[config.mk]
export PLATFORM = sky130hd
export DESIGN_NAME = ysyx_24080006_axi_arbiter
export DESIGN_NICKNAME = d
export VERILOG_FILES = /design/src/rtl/ysyx_24080006_pkg.sv /design/src/rtl/ysyx_24080006_axi_arbiter.sv
export SDC_FILE = /design/constraint.sdc
export NUM_CORES = 1
export LEC_CHECK = 0
export ABC_AREA = 1
export CORE_AREA = 4 4 165 167
export DETAILED_ROUTE_END_ITERATION = 10
export DIE_AREA = 0 0 169 171
export PLACE_DENSITY = 0.42
export SLEW_MARGIN = 0
export SYNTH_ARGS = -nofsm -noshare
export SYNTH_HDL_FRONTEND = slang
export SYNTH_SLANG_ARGS = --single-unit
[constraint.sdc]
create_clock -name clk_i -period 3.32 [get_ports clk_i]
set_clock_uncertainty 0.1 [all_clocks]
set_input_delay 0.498 -clock clk_i [delete_from_list [all_inputs] [get_ports clk_i]]
set_output_delay 0.498 -clock clk_i [all_outputs]
set_load 0.03 [all_outputs]
[src/rtl/ysyx_24080006_pkg.sv]
// Shared AXI4 channel bundles and arbiter types for the ysyx_24080006 core.
//   axi_r_m2s_t : read request  (AR channel + rready), master -> slave, 47 bits
//   axi_r_s2m_t : read response (arready + R channel), slave -> master, 35 bits
//   axi_w_m2s_t : write request (AW + W channels + bready), master -> slave, 85 bits
//   axi_w_s2m_t : write response (awready, wready, bvalid), slave -> master, 3 bits
package ysyx_24080006_pkg;

  localparam logic [1:0] AXI_BURST_FIXED = 2'b00;
  localparam logic [1:0] AXI_BURST_INCR  = 2'b01;
  localparam logic [2:0] AXI_SIZE_4B     = 3'd2;
  localparam logic [7:0] IFU_REFILL_LEN  = 8'd7;

  typedef struct packed {
    logic        arvalid;
    logic [31:0] araddr;
    logic [7:0]  arlen;
    logic [2:0]  arsize;
    logic [1:0]  arburst;
    logic        rready;
  } axi_r_m2s_t;

  typedef struct packed {
    logic        arready;
    logic        rvalid;
    logic [31:0] rdata;
    logic        rlast;
  } axi_r_s2m_t;

  typedef struct packed {
    logic        awvalid;
    logic [31:0] awaddr;
    logic [7:0]  awlen;
    logic [2:0]  awsize;
    logic [1:0]  awburst;
    logic        wvalid;
    logic [31:0] wdata;
    logic [3:0]  wstrb;
    logic        wlast;
    logic        bready;
  } axi_w_m2s_t;

  typedef struct packed {
    logic awready;
    logic wready;
    logic bvalid;
  } axi_w_s2m_t;

  typedef enum logic [2:0] {
    IDLE,
    RD_ADDR,
    RD_DATA,
    WR_REQ,
    WR_RESP
  } arb_state_e;

  typedef enum logic {
    OWNER_IFU,
    OWNER_LSU
  } arb_owner_e;

endpackage

[src/rtl/ysyx_24080006_axi_arbiter.sv]
// Two-requester AXI4 arbiter: the IFU (read bursts) and the LSU (single-beat
// reads and writes) share one downstream master port. One transaction is in
// flight at a time; the granted requester owns the bus until its last R beat
// or its B response, and every other requester sees all-zero responses.
//   clk_i, rst_ni      : clock, synchronous active-low reset
//   ifu_r_i / ifu_r_o  : IFU read request / response
//   lsu_r_i / lsu_r_o  : LSU read request / response
//   lsu_w_i / lsu_w_o  : LSU write request / response
//   mem_r_o / mem_r_i  : downstream read request / response
//   mem_w_o / mem_w_i  : downstream write request / response
module ysyx_24080006_axi_arbiter
  import ysyx_24080006_pkg::*;
(
  input  logic       clk_i,
  input  logic       rst_ni,
  input  axi_r_m2s_t ifu_r_i,
  output axi_r_s2m_t ifu_r_o,
  input  axi_r_m2s_t lsu_r_i,
  output axi_r_s2m_t lsu_r_o,
  input  axi_w_m2s_t lsu_w_i,
  output axi_w_s2m_t lsu_w_o,
  output axi_r_m2s_t mem_r_o,
  input  axi_r_s2m_t mem_r_i,
  output axi_w_m2s_t mem_w_o,
  input  axi_w_s2m_t mem_w_i
);

  arb_state_e state;
  arb_owner_e owner;
  logic       last_ifu;
  logic       aw_done;
  logic       w_done;

  axi_r_m2s_t sel_r;
  axi_r_s2m_t rsp_r;
  logic       ar_fire;
  logic       r_last_fire;
  logic       aw_fire;
  logic       w_last_fire;
  logic       b_fire;

  // Output muxing: everything defaults to zero and only the owner's channels
  // of the current phase are connected through.
  always_comb begin
    sel_r   = (owner == OWNER_IFU) ? ifu_r_i : lsu_r_i;
    rsp_r   = '0;
    mem_r_o = '0;
    mem_w_o = '0;
    ifu_r_o = '0;
    lsu_r_o = '0;
    lsu_w_o = '0;

    unique case (state)
      RD_ADDR: begin
        mem_r_o.arvalid = sel_r.arvalid;
        mem_r_o.araddr  = sel_r.araddr;
        mem_r_o.arlen   = sel_r.arlen;
        mem_r_o.arsize  = sel_r.arsize;
        mem_r_o.arburst = sel_r.arburst;
        rsp_r.arready   = mem_r_i.arready;
      end
      RD_DATA: begin
        mem_r_o.rready = sel_r.rready;
        rsp_r.rvalid   = mem_r_i.rvalid;
        rsp_r.rdata    = mem_r_i.rdata;
        rsp_r.rlast    = mem_r_i.rlast;
      end
      WR_REQ: begin
        // A channel whose handshake already happened is muted so the slave
        // never sees a second AW or W from the same transaction.
        if (!aw_done) begin
          mem_w_o.awvalid = lsu_w_i.awvalid;
          mem_w_o.awaddr  = lsu_w_i.awaddr;
          mem_w_o.awlen   = lsu_w_i.awlen;
          mem_w_o.awsize  = lsu_w_i.awsize;
          mem_w_o.awburst = lsu_w_i.awburst;
          lsu_w_o.awready = mem_w_i.awready;
        end
        if (!w_done) begin
          mem_w_o.wvalid = lsu_w_i.wvalid;
          mem_w_o.wdata  = lsu_w_i.wdata;
          mem_w_o.wstrb  = lsu_w_i.wstrb;
          mem_w_o.wlast  = lsu_w_i.wlast;
          lsu_w_o.wready = mem_w_i.wready;
        end
      end
      WR_RESP: begin
        mem_w_o.bready = lsu_w_i.bready;
        lsu_w_o.bvalid = mem_w_i.bvalid;
      end
      default: ;
    endcase

    if (state == RD_ADDR || state == RD_DATA) begin
      if (owner == OWNER_IFU) begin
        ifu_r_o = rsp_r;
      end else begin
        lsu_r_o = rsp_r;
      end
    end

    ar_fire     = mem_r_o.arvalid & mem_r_i.arready;
    r_last_fire = mem_r_i.rvalid & mem_r_o.rready & mem_r_i.rlast;
    aw_fire     = mem_w_o.awvalid & mem_w_i.awready;
    w_last_fire = mem_w_o.wvalid & mem_w_i.wready & mem_w_o.wlast;
    b_fire      = mem_w_i.bvalid & mem_w_o.bready;
  end

  always_ff @(posedge clk_i) begin
    if (!rst_ni) begin
      state    <= IDLE;
      owner    <= OWNER_IFU;
      last_ifu <= 1'b0;
      aw_done  <= 1'b0;
      w_done   <= 1'b0;
    end else begin
      unique case (state)
        IDLE: begin
          if (lsu_w_i.awvalid) begin
            owner <= OWNER_LSU;
            state <= WR_REQ;
          end else if (ifu_r_i.arvalid || lsu_r_i.arvalid) begin
            // Contended reads alternate: the IFU yields only if it had the
            // previous read grant.
            if (ifu_r_i.arvalid && (!lsu_r_i.arvalid || !last_ifu)) begin
              owner    <= OWNER_IFU;
              last_ifu <= 1'b1;
            end else begin
              owner    <= OWNER_LSU;
              last_ifu <= 1'b0;
            end
            state <= RD_ADDR;
          end
        end
        RD_ADDR: begin
          if (ar_fire) begin
            state <= RD_DATA;
          end
        end
        RD_DATA: begin
          if (r_last_fire) begin
            state <= IDLE;
          end
        end
        WR_REQ: begin
          if (aw_fire) begin
            aw_done <= 1'b1;
          end
          if (w_last_fire) begin
            w_done <= 1'b1;
          end
          if ((aw_done || aw_fire) && (w_done || w_last_fire)) begin
            state <= WR_RESP;
          end
        end
        WR_RESP: begin
          if (b_fire) begin
            aw_done <= 1'b0;
            w_done  <= 1'b0;
            state   <= IDLE;
          end
        end
        default: state <= IDLE;
      endcase
    end
  end

endmodule

# --- Word level (Yosys, flattened, before mapping) ---
# Index checks and enable logic that the tools add are counted.
word_totals:
  reg_bits: 7
  in_bits: 219
  output_inout_bits: 205
  word_cells: 74
op_classes:
  eq_ne: 11
  n_mux: 33
  bitwise_logic: 8
  reduce_logical: 17
ops:
  columns: ["operator", "n"]
  rows:
  - ["$mux W35", 4]
  - ["$mux W46", 2]
  - ["$mux W84", 1]
  - ["$mux W47", 1]
  - ["$mux W38", 1]
  - ["$mux W34", 1]
  - ["$mux W3", 6]
  - ["$pmux W3 S5", 1]
  - ["$mux W1", 13]
  - ["$ne A2 B2 Y1 const B", 6]
  - ["$reduce_and A3 Y1", 3]
  - ["$and A1 B1 Y1", 7]
  - ["$eq A3 B2 Y1 const B", 2]
  - ["$logic_or A1 B1 Y1", 5]
  - ["$reduce_and A5 Y1", 1]
  - ["$pmux W1 S2", 2]
  - ["$reduce_bool A2 Y1", 2]
  - ["$eq A3 B1 Y1 const B", 1]
  - ["$eq A3 B3 Y1 const B", 1]
  - ["$logic_not A3 Y1", 1]
  - ["$ne A3 B3 Y1 const B", 1]
  - ["$logic_and A1 B1 Y1", 2]
  - ["$logic_not A1 Y1", 2]
  - ["$mux W2", 1]
  - ["2 further kinds", 2]

# --- Logic depth before layout (Yosys ltp) ---
# Gate-level depths: netlist of run 1.
depth:
  depth_word: 8
  depth_mapped: 11
  depth_no_buf: 10

# --- Least setup slack after synthesis of run 1 ---
# OpenSTA, ideal clock, no wires.
synth_path:
  path_type: "register -> output"
  startpoint: "register state[0]"
  endpoint: "output ifu_r_o[25] in the netlist's numbering"
  t_arrival_ns: 1.577
  slack_ns: 1.145
  path_stages_with_launch: 6
  path_buffers: 2
  path_cell_list: "dfxtp_1 inv_1 nand3_2 buf_2 buf_2 nor3_1"
synth_rtl:
  columns: ["element", "line", "source"]
  rows:
  - ["from (decl)", "ysyx_24080006_axi_arbiter.sv:28", "arb_state_e state;"]
  - ["from (signal assigned)", "ysyx_24080006_axi_arbiter.sv:111", "state <= IDLE;"]
  - ["from (signal assigned)", "ysyx_24080006_axi_arbiter.sv:121", "state <= WR_REQ;"]
  - ["from (signal assigned)", "ysyx_24080006_axi_arbiter.sv:132", "state <= RD_ADDR;"]
  - ["to (decl)", "ysyx_24080006_axi_arbiter.sv:17", "output axi_r_s2m_t ifu_r_o,"]

==> impl_metrics.csv, run 1 <==
group,metric,value,unit
global_routing,overflow,0,
power_and_ir_drop,ir_drop,0.000268,V
synthesis,syn_avg_cell_area,4.41,um^2
setup_path,cpLargestDelayFamily,"buffers and inverters",
setup_path,slowest_delay,0.75,ns
setup_path,crit_slowest_cell,"clkdlybuf4s50_1",
sta,slew_headroom,0.598,
clocking,numCtsBuffers,3,
power_and_ir_drop,seqPwrFrac,0.042,
power_and_ir_drop,p_sw,2.02,mW
drt,num_vias,4845,
setup_path,rr_startpoint,"owner",
clocking,clkLatencyLatePin,0.24,ns
status,status,"completed",
clocking,cts_tree,"done",
clocking,htreeDepth,1,
clocking,cts-root-buf,"clkbuf_16",
sta,fmax,345,MHz
sta,finalHoldViolCount,0,
sta,final_max_slew_viol_count,0,
drt,drtIter0Drc,170,
finish,antenna_cells,0,
sta,finalSetupTns,0,ns
synthesis,post_synth_num_cell_types,21,
setup_path,worstSetupPathType,"reg -> out",
power_and_ir_drop,clkPwrFrac,0.061,
synthesis,ys_warn_count,0,
clocking,clkTransAtPathRegs,0.04,ns
sta,post-route-min-period,2.90,ns
synthesis,synth_cells,545,
setup_path,timing.rr.end,"state[2]",
clocking,cts.sinks,7,
finish,mostFrequentLayoutCell,"clkdlybuf4s50_1",
global_routing,grt_pass1_vias,4860,
place,dp_hpwl,15900,um
setup_path,cp.depth,6,
place,io_buffers,423,
floorplan,core,0.0258,mm^2
clocking,postCtsHoldBufs,0,
power_and_ir_drop,powerDensity,491,mW/mm^2
sta,period_share,0.872,
drt,routed_wl,19400,um
global_routing,grt_pass1_wl,28200,um
setup_path,path_buf_inv,3,
clocking,cts.repair.resized,0,
global_routing,antenna_found_initial,0,
finish,drive_above_1_share,0.0363,
power_and_ir_drop,p_int,1.46,mW
power_and_ir_drop,p_comb_frac,0.897,
setup_path,rr_worst_depth,10,
drt,vias_per_cell,3.81,
synthesis,syn-cell-area,0.00241,mm^2
place,gp_congestion,0.755,
global_routing,track_usage,0.122,
synthesis,synth_nets,764,
power_and_ir_drop,switching_share,0.581,
finish,final_nets,1157,
synthesis,synth-seq-area-share,0.0582,
synthesis,ys_ff_latch,7,
clocking,cts_setup_buffers,0,
job,cap_violations,0,
power_and_ir_drop,p_leak,2.95,nW
setup_path,cp_cell_sequence,"inv_1 -> nand2_2 -> nor2_1 -> inv_2 -> nor3_1 -> clkdlybuf4s50_1",
global_routing,grt_max_degree,87,
sta,worstMarginPinSlew,0.602,ns
floorplan,die_y,171,um
drt,drc,0,
setup_path,worstPathRequired,2.72,ns
setup_path,critPathCapture,"lsu_r_o[34]",
drt,dr.pass1.iters,4,
finish,layout_common_cells,"clkdlybuf4s50_1, nand2_1, nor2_1",
clocking,cts_buffer_depth,2,
floorplan,rows,59,
floorplan,die_w,169,um
setup_path,cp-end-kind,"output port",
floorplan,initial_core_util,0.0934,
sta,rsz0062_at_grt,"no",
sta,setup_viol,0,
drt,wire_per_inst,15.3,um
setup_path,crit_path_max_fanout,12,
finish,syn_to_final_growth,194,%
min_path,worstHoldPathType,"reg -> reg",
setup_path,start_kind,"register",
drt,ant_nets,0,
setup_path,critPathArrivalTime,2.30,ns
setup_path,rrSetupSlack,1.37,ns
floorplan,io_pins,424,
floorplan,die-area,0.0289,mm^2
power_and_ir_drop,total_power,3.48,mW
setup_path,startpoint,"state[1]",
power by group through the flow:
stage | registers [mW] | logic (mW) | clock network [mW]
3_5_place_dp | 0.146 | 3.18 | 0
2_1_floorplan | 0.136 | 1.79 | 0
5_1_grt | 0.149 | 3.39 | 0.225
6_report | 0.144 | 3.12 | 0.213
3_3_place_gp | 0.145 | 3.19 | 0
4_1_cts | 0.145 | 3.19 | 0.218
Yosys cell counts:
| cell | number | share of area |
|---|---|---|
| inv_2 | 3 | 0.0047 |
| a21oi_1 | 53 | 0.11 |
| nand3_2 | 2 | 0.0083 |
| nand2_1 | 197 | 0.31 |
| nand3_1 | 5 | 0.010 |
| o21ai_0 | 4 | 0.0083 |
| nand2_2 | 3 | 0.0078 |
| nor2_4 | 1 | 0.0047 |
| buf_1 | 6 | 0.0094 |
| clkbuf_1 | 27 | 0.042 |
| clkinv_1 | 1 | 0.0016 |
| dfxtp_1 | 7 | 0.058 |
| nor3_1 | 73 | 0.15 |
| nor2_1 | 93 | 0.15 |
| buf_2 | 12 | 0.025 |
| buf_6 | 2 | 0.0094 |
| inv_1 | 48 | 0.075 |
| buf_4 | 1 | 0.0031 |
| nor2_2 | 4 | 0.010 |
| nand4_1 | 2 | 0.0052 |
| o21ai_1 | 1 | 0.0021 |
through the flow:
step            util  cell area, um^2  instances  hold WS (ns)  worst slack (ns)
2_1_floorplan      -             2410        545         0.336              1.15
3_3_place_gp   0.272             7000       1268         0.353             0.501
3_5_place_dp   0.272             7000       1268         0.358             0.519
4_1_cts        0.275             7080       1272         0.363             0.371
5_1_grt        0.275             7080       1272         0.402             0.275
6_report       0.275             7080       1272         0.362             0.424
worst min path at each step:
| stage | startpoint | to | slack, ns | depth (start not counted) |
|---|---|---|---|---|
| floorplan | last_ifu | last_ifu | 0.34 | 2 |
| global placement | last_ifu | last_ifu | 0.35 | 2 |
| detailed placement | last_ifu | last_ifu | 0.36 | 2 |
| CTS | last_ifu | last_ifu | 0.36 | 2 |
| global route | last_ifu | last_ifu | 0.40 | 2 |
| finish | last_ifu | last_ifu | 0.36 | 2 |
worst reg2reg max path: cells and delay by family, from the launching register on:
family | cells | cell delay [ns]
simple gates | 8 | 0.92
buf+inv | 2 | 0.48
flops | 1 | 0.33
layout make-up:
class                   instances  area, um^2
inverters                      52         195
multi-input cells             438        1860
fillers                      2905       18700
repair buffers                436        4390
flip-flops and latches          7         141
well taps                     335         419
clock buffers                   4        78.8
layer usage:
layer,routed length (um),share of wire,vias to the layer above,GRT usage
met5,0,0,-,0
met3,2090,0.11,15,0.0409
met4,242,0.012,0,0.0189
met1,7600,0.39,2087,0.141
li1,-,-,2468,-
met2,9500,0.49,275,0.223
logic make-up (layout without fill, tap and decap cells):
| family | after synthesis | count (layout) | share of synthesized area |
|---|---|---|---|
| compound gates | 58 | 58 | 0.121 |
| buf+inv | 100 | 492 | 0.170 |
| flops | 7 | 7 | 0.0582 |
| simple gates | 380 | 380 | 0.651 |
flip-flops by register name (all words and copies together), names as in the netlist:
register and count:
state 3, owner 1, w_done 1, last_ifu 1, aw_done 1
Note: power is estimated with default switching activity, not from simulation.
==> run 2: changes to the inputs <==
--- a/config.mk
+++ b/config.mk
@@ -14,3 +14,4 @@
 export SYNTH_ARGS = -nofsm -noshare
 export SYNTH_HDL_FRONTEND = slang
 export SYNTH_SLANG_ARGS = --single-unit
+export TNS_END_PERCENT = 5
==> results of run 2 <==
Same layout as run 1: the final DEF is identical, and so are final timing and power.
